--- src/rtl/match_scoreboard.sv ---
// Registered two-player match scoreboard: counts rounds and wins, declares finish and winner.
// Optional SCOREBOARD_STREAK_EN adds a consecutive-win early finish after STREAK_LEN wins.
module match_scoreboard #(
  parameter int CNT_W      = 4,
  parameter int MAX_ROUNDS = 9,
  parameter int WIN_TARGET = 5,
  parameter int STREAK_LEN = 3
) (
  input  logic             clk,
  input  logic             rst_n,
  input  logic             start,
  input  logic             round_valid,
  input  logic [1:0]       round_result,
  output logic [CNT_W-1:0] rounds,
  output logic [CNT_W-1:0] p1_wins,
  output logic [CNT_W-1:0] p2_wins,
  output logic             busy,
  output logic             fin,
  output logic [1:0]       printwinner,
  output logic             done_pulse,
  output logic             illegal_seen
);

  typedef enum logic [1:0] {IDLE, PLAY, DONE} state_t;
  state_t state;

  logic             acc, scored, fin_now;
  logic [1:0]       pw_now;
  logic [CNT_W-1:0] n_rounds, n_p1, n_p2;

`ifdef SCOREBOARD_STREAK_EN
  // last_win holds the winning result code (01/10) of the current run, 00 before any win
  logic [1:0]       last_win, n_last;
  logic [CNT_W-1:0] run, n_run;
`else
  logic [CNT_W-1:0] unused_streak_len;
  assign unused_streak_len = CNT_W'(STREAK_LEN);
`endif

  always_comb begin
    acc      = round_valid && (state == PLAY) && !start;
    scored   = acc && (round_result != 2'b11);
    n_rounds = rounds  + CNT_W'(scored);
    n_p1     = p1_wins + CNT_W'(scored && round_result == 2'b01);
    n_p2     = p2_wins + CNT_W'(scored && round_result == 2'b10);
`ifdef SCOREBOARD_STREAK_EN
    n_last = last_win;
    n_run  = run;
    if (scored && round_result != 2'b00) begin
      n_run  = (round_result == last_win) ? run + 1'b1 : CNT_W'(1);
      n_last = round_result;
    end
`endif
    fin_now = 1'b0;
    pw_now  = 2'b00;
    if (n_p1 == CNT_W'(WIN_TARGET)) begin
      fin_now = 1'b1; pw_now = 2'b10;
    end else if (n_p2 == CNT_W'(WIN_TARGET)) begin
      fin_now = 1'b1; pw_now = 2'b11;
    end
`ifdef SCOREBOARD_STREAK_EN
    else if (n_run == CNT_W'(STREAK_LEN)) begin
      fin_now = 1'b1; pw_now = (n_last == 2'b10) ? 2'b11 : 2'b10;
    end
`endif
    else if (n_rounds == CNT_W'(MAX_ROUNDS)) begin
      fin_now = 1'b1;
      pw_now  = (n_p1 > n_p2) ? 2'b10 : (n_p2 > n_p1) ? 2'b11 : 2'b01;
    end
  end

  always_ff @(posedge clk or negedge rst_n) begin
    if (!rst_n) begin
      state        <= IDLE;
      rounds       <= '0;
      p1_wins      <= '0;
      p2_wins      <= '0;
      busy         <= 1'b0;
      fin          <= 1'b0;
      printwinner  <= 2'b00;
      done_pulse   <= 1'b0;
      illegal_seen <= 1'b0;
`ifdef SCOREBOARD_STREAK_EN
      last_win     <= 2'b00;
      run          <= '0;
`endif
    end else begin
      done_pulse <= 1'b0;
      if (start) begin
        state        <= PLAY;
        rounds       <= '0;
        p1_wins      <= '0;
        p2_wins      <= '0;
        busy         <= 1'b1;
        fin          <= 1'b0;
        printwinner  <= 2'b00;
        illegal_seen <= 1'b0;
`ifdef SCOREBOARD_STREAK_EN
        last_win     <= 2'b00;
        run          <= '0;
`endif
      end else if (acc) begin
        if (!scored) begin
          illegal_seen <= 1'b1;
        end else begin
          rounds  <= n_rounds;
          p1_wins <= n_p1;
          p2_wins <= n_p2;
`ifdef SCOREBOARD_STREAK_EN
          last_win <= n_last;
          run      <= n_run;
`endif
          if (fin_now) begin
            state       <= DONE;
            busy        <= 1'b0;
            fin         <= 1'b1;
            printwinner <= pw_now;
            done_pulse  <= 1'b1;
          end
        end
      end
    end
  end

endmodule
--- config.mk ---
export PLATFORM = sky130hd
export DESIGN_NAME = match_scoreboard
export DESIGN_NICKNAME = d
export VERILOG_FILES = /design/src/rtl/match_scoreboard.sv
export SDC_FILE = /design/constraint.sdc
export NUM_CORES = 1
export LEC_CHECK = 0
export BUFFER_PORTS_ARGS = -buffer_cell sky130_fd_sc_hd__buf_2
export CORE_ASPECT_RATIO = 1.2
export CORE_MARGIN = 10
export CORE_UTILIZATION = 45
export DETAILED_ROUTE_END_ITERATION = 12
export GPL_TIMING_DRIVEN = 1
export PLACE_DENSITY = 0.68
export SYNTH_ARGS = -nofsm -noshare
export SYNTH_HDL_FRONTEND = slang
export SYNTH_SLANG_ARGS = --single-unit
--- constraint.sdc ---
create_clock -name clk -period 3.8 [get_ports clk]
set_input_delay 0.57 -clock clk [delete_from_list [all_inputs] [get_ports clk]]
set_output_delay 0.57 -clock clk [all_outputs]
set_load 0.02 [all_outputs]
Yosys cells after proc, flatten, opt, wreduce, memory -nomap -nowiden
Index checks and enable logic that the tools add are counted.
{ "totals": {"word_cells": 74, "register_bits": 20} }
{ "classes": {"addsub": 3, "eq_ne": 8, "muxes": 40, "order_cmp": 2, "n_reduce_logical": 12} }
{ "op_table": {"columns": ["op", "count"], "rows": [
  ["two-way mux 4 bit", 9],
  ["two-way mux 2 bit", 13],
  ["two-way mux 1 bit", 18],
  ["adder 4 x 1 -> 4 bit", 3],
  ["== test 4 x 3 -> 1 bit (second input constant)", 2],
  ["greater-than comparator 4 bit", 2],
  ["nonzero test 2 bit", 3],
  ["logical AND 1 bit", 5],
  ["== test 2 x 1 -> 1 bit (second input constant)", 2],
  ["== test 4 bit (second input constant)", 1],
  ["inequality test 2 bit (second input constant)", 2],
  ["AND reduction 2 bit", 2],
  ["AND reduction 3 bit", 1],
  ["== test 2 bit (second input constant)", 1],
  ["logical NOT 1 bit", 1]
]} }

Depth between registers and ports, before layout
{ "logic_depth": {"depth_word": 16, "mapped_depth": 13, "depth_no_buf": 12} }

Least setup slack after synthesis
No wires, ideal clock.
{ "synth_timing": {"kind": "input port to flip-flop", "start": "in round_valid", "end": "reg printwinner[0]", "path_buffers": 1, "setup_time_ns": 0.136, "setup_slack_ns": 1.060, "required_ns": 3.664, "arrival_time_ns": 2.604, "cell_stages": 12, "cell_sequence": "and3b_1 > nand2_1 > clkbuf_1 > nor3b_1 > ha_1 > ha_1 > inv_1 > ha_1 > a21o_1 > a21oi_1 > mux2_2 > a41oi_2"} }
{ "synth_via": {"elab_chain_len": 14} }
{ "synth_lines": {"columns": ["element", "line", "text"], "rows": [
  ["from (decl)", "12", "input logic round_valid,"],
  ["logical AND 1 bit (*) (2 in a row)", "41", "acc = round_valid && (state == PLAY) && !start;"],
  ["logical AND 1 bit", "42", "scored = acc && (round_result != 2'b11);"],
  ["logical AND 1 bit (on tied branches)", "44, 45", null],
  ["adder 4 x 1 -> 4 bit (on tied branches)", "44, 45", null],
  ["greater-than comparator 4 bit", "68", "pw_now = (n_p1 > n_p2) ? 2'b10 : (n_p2 > n_p1) ? 2'b11 : 2'b01;"],
  ["two-way mux 2 bit", "68", null],
  ["two-way mux 2 bit", "66", "else if (n_rounds == CNT_W'(MAX_ROUNDS)) begin"],
  ["two-way mux 2 bit", "58", "end else if (n_p2 == CNT_W'(WIN_TARGET)) begin"],
  ["two-way mux 2 bit", "56", "if (n_p1 == CNT_W'(WIN_TARGET)) begin"],
  ["two-way mux 2 bit", "113", "if (fin_now) begin"],
  ["two-way mux 2 bit", "103", "if (!scored) begin"],
  ["two-way mux 2 bit", "102", "end else if (acc) begin"],
  ["two-way mux 2 bit", "89", "if (start) begin"],
  ["to (signal assigned)", "117", "printwinner <= pw_now;"],
  ["to (decl)", "19", "output logic [1:0] printwinner,"]
]} }
Mark *: on every way between the ends. The rest lies on a longest branch, timed or not. The select of a mux whose other input is x is not followed.
A chain may end at the register's enable or synchronous reset.

==> impl_metrics.env <==
export IMPL_clockBufferDepth=2
export IMPL_fillCellCount=216
export IMPL_via_per_inst=5.363
export IMPL_antenna_found_initial=0
export IMPL_dr_pass1_iters=4
export IMPL_worstPathMaxFanout=14
export IMPL_path_buf_inv=0
export IMPL_syn_area_mm2=0.001137
export IMPL_cp_top_family="simple AND/OR/NAND/NOR gates"
export IMPL_start_util_pct=48.33
export IMPL_vias=917
export IMPL_post_synth_top_count_cell="dfrtp_1"
export IMPL_yosysWarnings=0
export IMPL_dp_hpwl_um=1972
export IMPL_finalWorstSetupSlack_ns=0.9464
export IMPL_cts_hold_buf=0
export IMPL_worstHoldPathType="input pin to async pin"
export IMPL_rrSetupSlack_ns=0.95
export IMPL_seq_area_frac_synth_pct=39.60
export IMPL_setup_violations_final=0
export IMPL_diodes=0
export IMPL_synth_seq_cells=18
export IMPL_drc=0
export IMPL_cp_required_ns=3.98
export IMPL_finClkSkew_ns=0.006735
export IMPL_drive_gt1_share_pct=25.00
export IMPL_fmax_ghz=0.3504
export IMPL_routabilityCongestion=0.8508
export IMPL_grt_max_degree=19
export IMPL_fin_setup_tns_ns=0
export IMPL_path_cells="and3b_1 > nand2_1 > nor3b_1 > ha_1 > ha_1 > ha_1 > a21o_1 > a21oi_1 > mux2_2 > a41oi_2"
export IMPL_synth_edf_count=0
export IMPL_arrival_ns=3.03
export IMPL_core_mm2=0.002354
export IMPL_wl_um=2541
export IMPL_num_io_pins=24
export IMPL_synth_area_leaders="dfrtp_1 40%, ha_1 9.9%, nand3b_1 4.6%"
export IMPL_cts_clk_slew_worst_paths_ns=0.10
export IMPL_fin_crit_ns=2.854
export IMPL_ys_types=36
export IMPL_die_y_um=75.07
export IMPL_post_cts_setup_buffers=0
export IMPL_syn_area_per_cell_um2=9.805
export IMPL_relSlewSlack_pct=67.47
export IMPL_antenna_left=0
export IMPL_synth_largest_area_cell="dfrtp_1"
export IMPL_fin_nets=157
export IMPL_p_leak_nw=0.6682
export IMPL_port_buffers=23
export IMPL_numCtsBuffers=3
export IMPL_r2r_end="printwinner[0]$_DFFE_PN0P_"
export IMPL_dp_slack_ns=0.7013
export IMPL_post_cts_resized=0
export IMPL_critical_path_slowest_cell="dfrtp_1"
export IMPL_final_hold_viol_count=0
export IMPL_ir_drop_v=0.0002257
export IMPL_startpoint_type="register"
export IMPL_drt_iter0_drc=17
export IMPL_grt_pass1_vias=965
export IMPL_fp_row_count=19
export IMPL_gr_total_overflow=0
export IMPL_fp_dieArea_mm2=0.004947
export IMPL_drv_cap=0
export IMPL_powerDensity_mw_per_mm2=249.8
export IMPL_crit_reg2reg_launch="fin$_DFFE_PN0P_"
export IMPL_crit_type="register to register"
export IMPL_rsz0062_at_grt="no"
export IMPL_endpoint_kind="register"
export IMPL_ys_flop_type="dfrtp_1"
export IMPL_cts_root_buffer="clkbuf_4"
export IMPL_finalCritPeriodShare_pct=75.10
export IMPL_syn_inst=116
export IMPL_routedWlPerCell_um=14.86
export IMPL_synth_fp_nets=131
export IMPL_synthTopCellsByCount="18 x dfrtp_1, 11 x nand2_1, 9 x ha_1"
export IMPL_status="completed"
export IMPL_max_stage_delay_ns=0.40
export IMPL_grt_usage_pct=10.98
export IMPL_cts_tree="yes"
export IMPL_r2r_cells=10
export IMPL_worst_pin_slew_ns=0.4864
export IMPL_clkLatencyLatePin_ns=0.30
export IMPL_cp_common_cell="ha_1"
export IMPL_final_max_slew_viol_count=0
export IMPL_syn_to_final_growth_pct=14.85
export IMPL_synth_top_area_share_pct=39.60
export IMPL_synth_async_reset_ratio_pct=100.0
export IMPL_grt_pass1_wl_um=4271
export IMPL_cts_sinks=18
export IMPL_die_x_um=65.90
export IMPL_htreeDepth=1
metal layers:
metal  part of all wire (%)  vias up  global-route usage [%]
li1                       -      464                       -
met1                     48      432                   12.78
met2                     45       17                   17.96
met3                    5.3        4                   3.561
met4                    1.4        0                   5.000
met5                      0        -                       0
layout make-up:
| type | instances | area [um^2] | area share [%] |
|---|---|---|---|
| clock buffer | 3 | 22.52 | 1.724 |
| inverter | 6 | 22.52 | 1.724 |
| multi-input combinational | 90 | 656.9 | 50.29 |
| sequential | 18 | 450.4 | 34.48 |
| tap | 31 | 38.79 | 2.969 |
| timing repair buffer | 23 | 115.1 | 8.812 |
worst reg2reg max path, stage by stage, from the launching register on:
cell and delay (ns):
dfrtp_1 0.40, and3b_1 0.25, nand2_1 0.27, nor3b_1 0.38, ha_1 0.23, ha_1 0.26
ha_1 0.30, a21o_1 0.16, a21oi_1 0.18, mux2_2 0.19, a41oi_2 0.11
sequential cells by signal, indices dropped and copies added (netlist names):
| signal | cells |
|---|---|
| done_pulse | 1 |
| fin | 1 |
| p2_wins | 4 |
| p1_wins | 4 |
| state | 1 |
| printwinner | 2 |
| rounds | 4 |
| illegal_seen | 1 |
where the power goes:
group | leakage [nW] | switching, W | internal (W) | total (W)
Combinational | 0.409 | 0.0000225 | 0.0000124 | 0.0000350
Clock | 0.0138 | 0.0000599 | 0.0000370 | 0.0000969
Sequential | 0.245 | 0.00000141 | 0.000193 | 0.000195
Total | 0.668 | 0.0000838 | 0.000243 | 0.000326
per-stage QoR:
step | power [W] | std cells | area (um^2) | util (%) | hold WS, ns
floorplan | 0.0002190 | 116 | 1137 | - | 0.2744
global placement | 0.0002330 | 168 | 1284 | 54.55 | 0.4828
detailed placement | 0.0002338 | 168 | 1284 | 54.55 | 0.4778
CTS | 0.0003308 | 171 | 1306 | 55.50 | 0.1951
global route | 0.0003409 | 171 | 1306 | 55.50 | 0.2087
finish | 0.0003264 | 171 | 1306 | 55.50 | 0.1895
how the worst max path moves through the flow:
stage | start | end | slack [ns] | depth (start not counted)
after floorplan | round_valid | printwinner[0]$_DFFE_PN0P_ | 1.06 | 12
after detailed placement | start | printwinner[0]$_DFFE_PN0P_ | 0.70 | 11
after global routing | fin$_DFFE_PN0P_ | printwinner[1]$_DFFE_PN0P_ | 0.76 | 12
after global placement | start | printwinner[0]$_DFFE_PN0P_ | 0.81 | 12
final | fin$_DFFE_PN0P_ | printwinner[0]$_DFFE_PN0P_ | 0.95 | 10
after CTS | fin$_DFFE_PN0P_ | printwinner[0]$_DFFE_PN0P_ | 0.96 | 10
cells in the final DEF (no fill, tap or decap), drive strengths merged:
master   Yosys  routed
buf          0      23
dfrtp       18      18
nand2       11      11
o21ai       11      11
ha           9       9
nand3b       8       8
nor2         7       7
xor2         7       7
inv          6       6
a21oi        5       5
nor2b        3       3
nand2b       3       3
clkbuf       2       3
xnor2        3       3
nor3b        3       3
and3         2       2
nand3        2       2
a31oi        2       2
a21o         2       2
a41oi        2       2
and3b        1       1
a41o         1       1
o2bb2ai      1       1
a21boi       1       1
o31a         1       1
a2bb2oi      1       1
mux2         1       1
a21bo        1       1
o22ai        1       1
nand4        1       1
kinds of logic after synthesis:
logic type	synth area share [%]
AO/OA/AOI/OAI	17.27
AND/OR/NAND/NOR	20.57
XOR/XNOR	9.022
buffers and inverters	2.640
flip-flops	39.60
adder cells (fa/ha/maj)	9.901
multiplexers	0.9900
(Power assumes the default switching activity.)
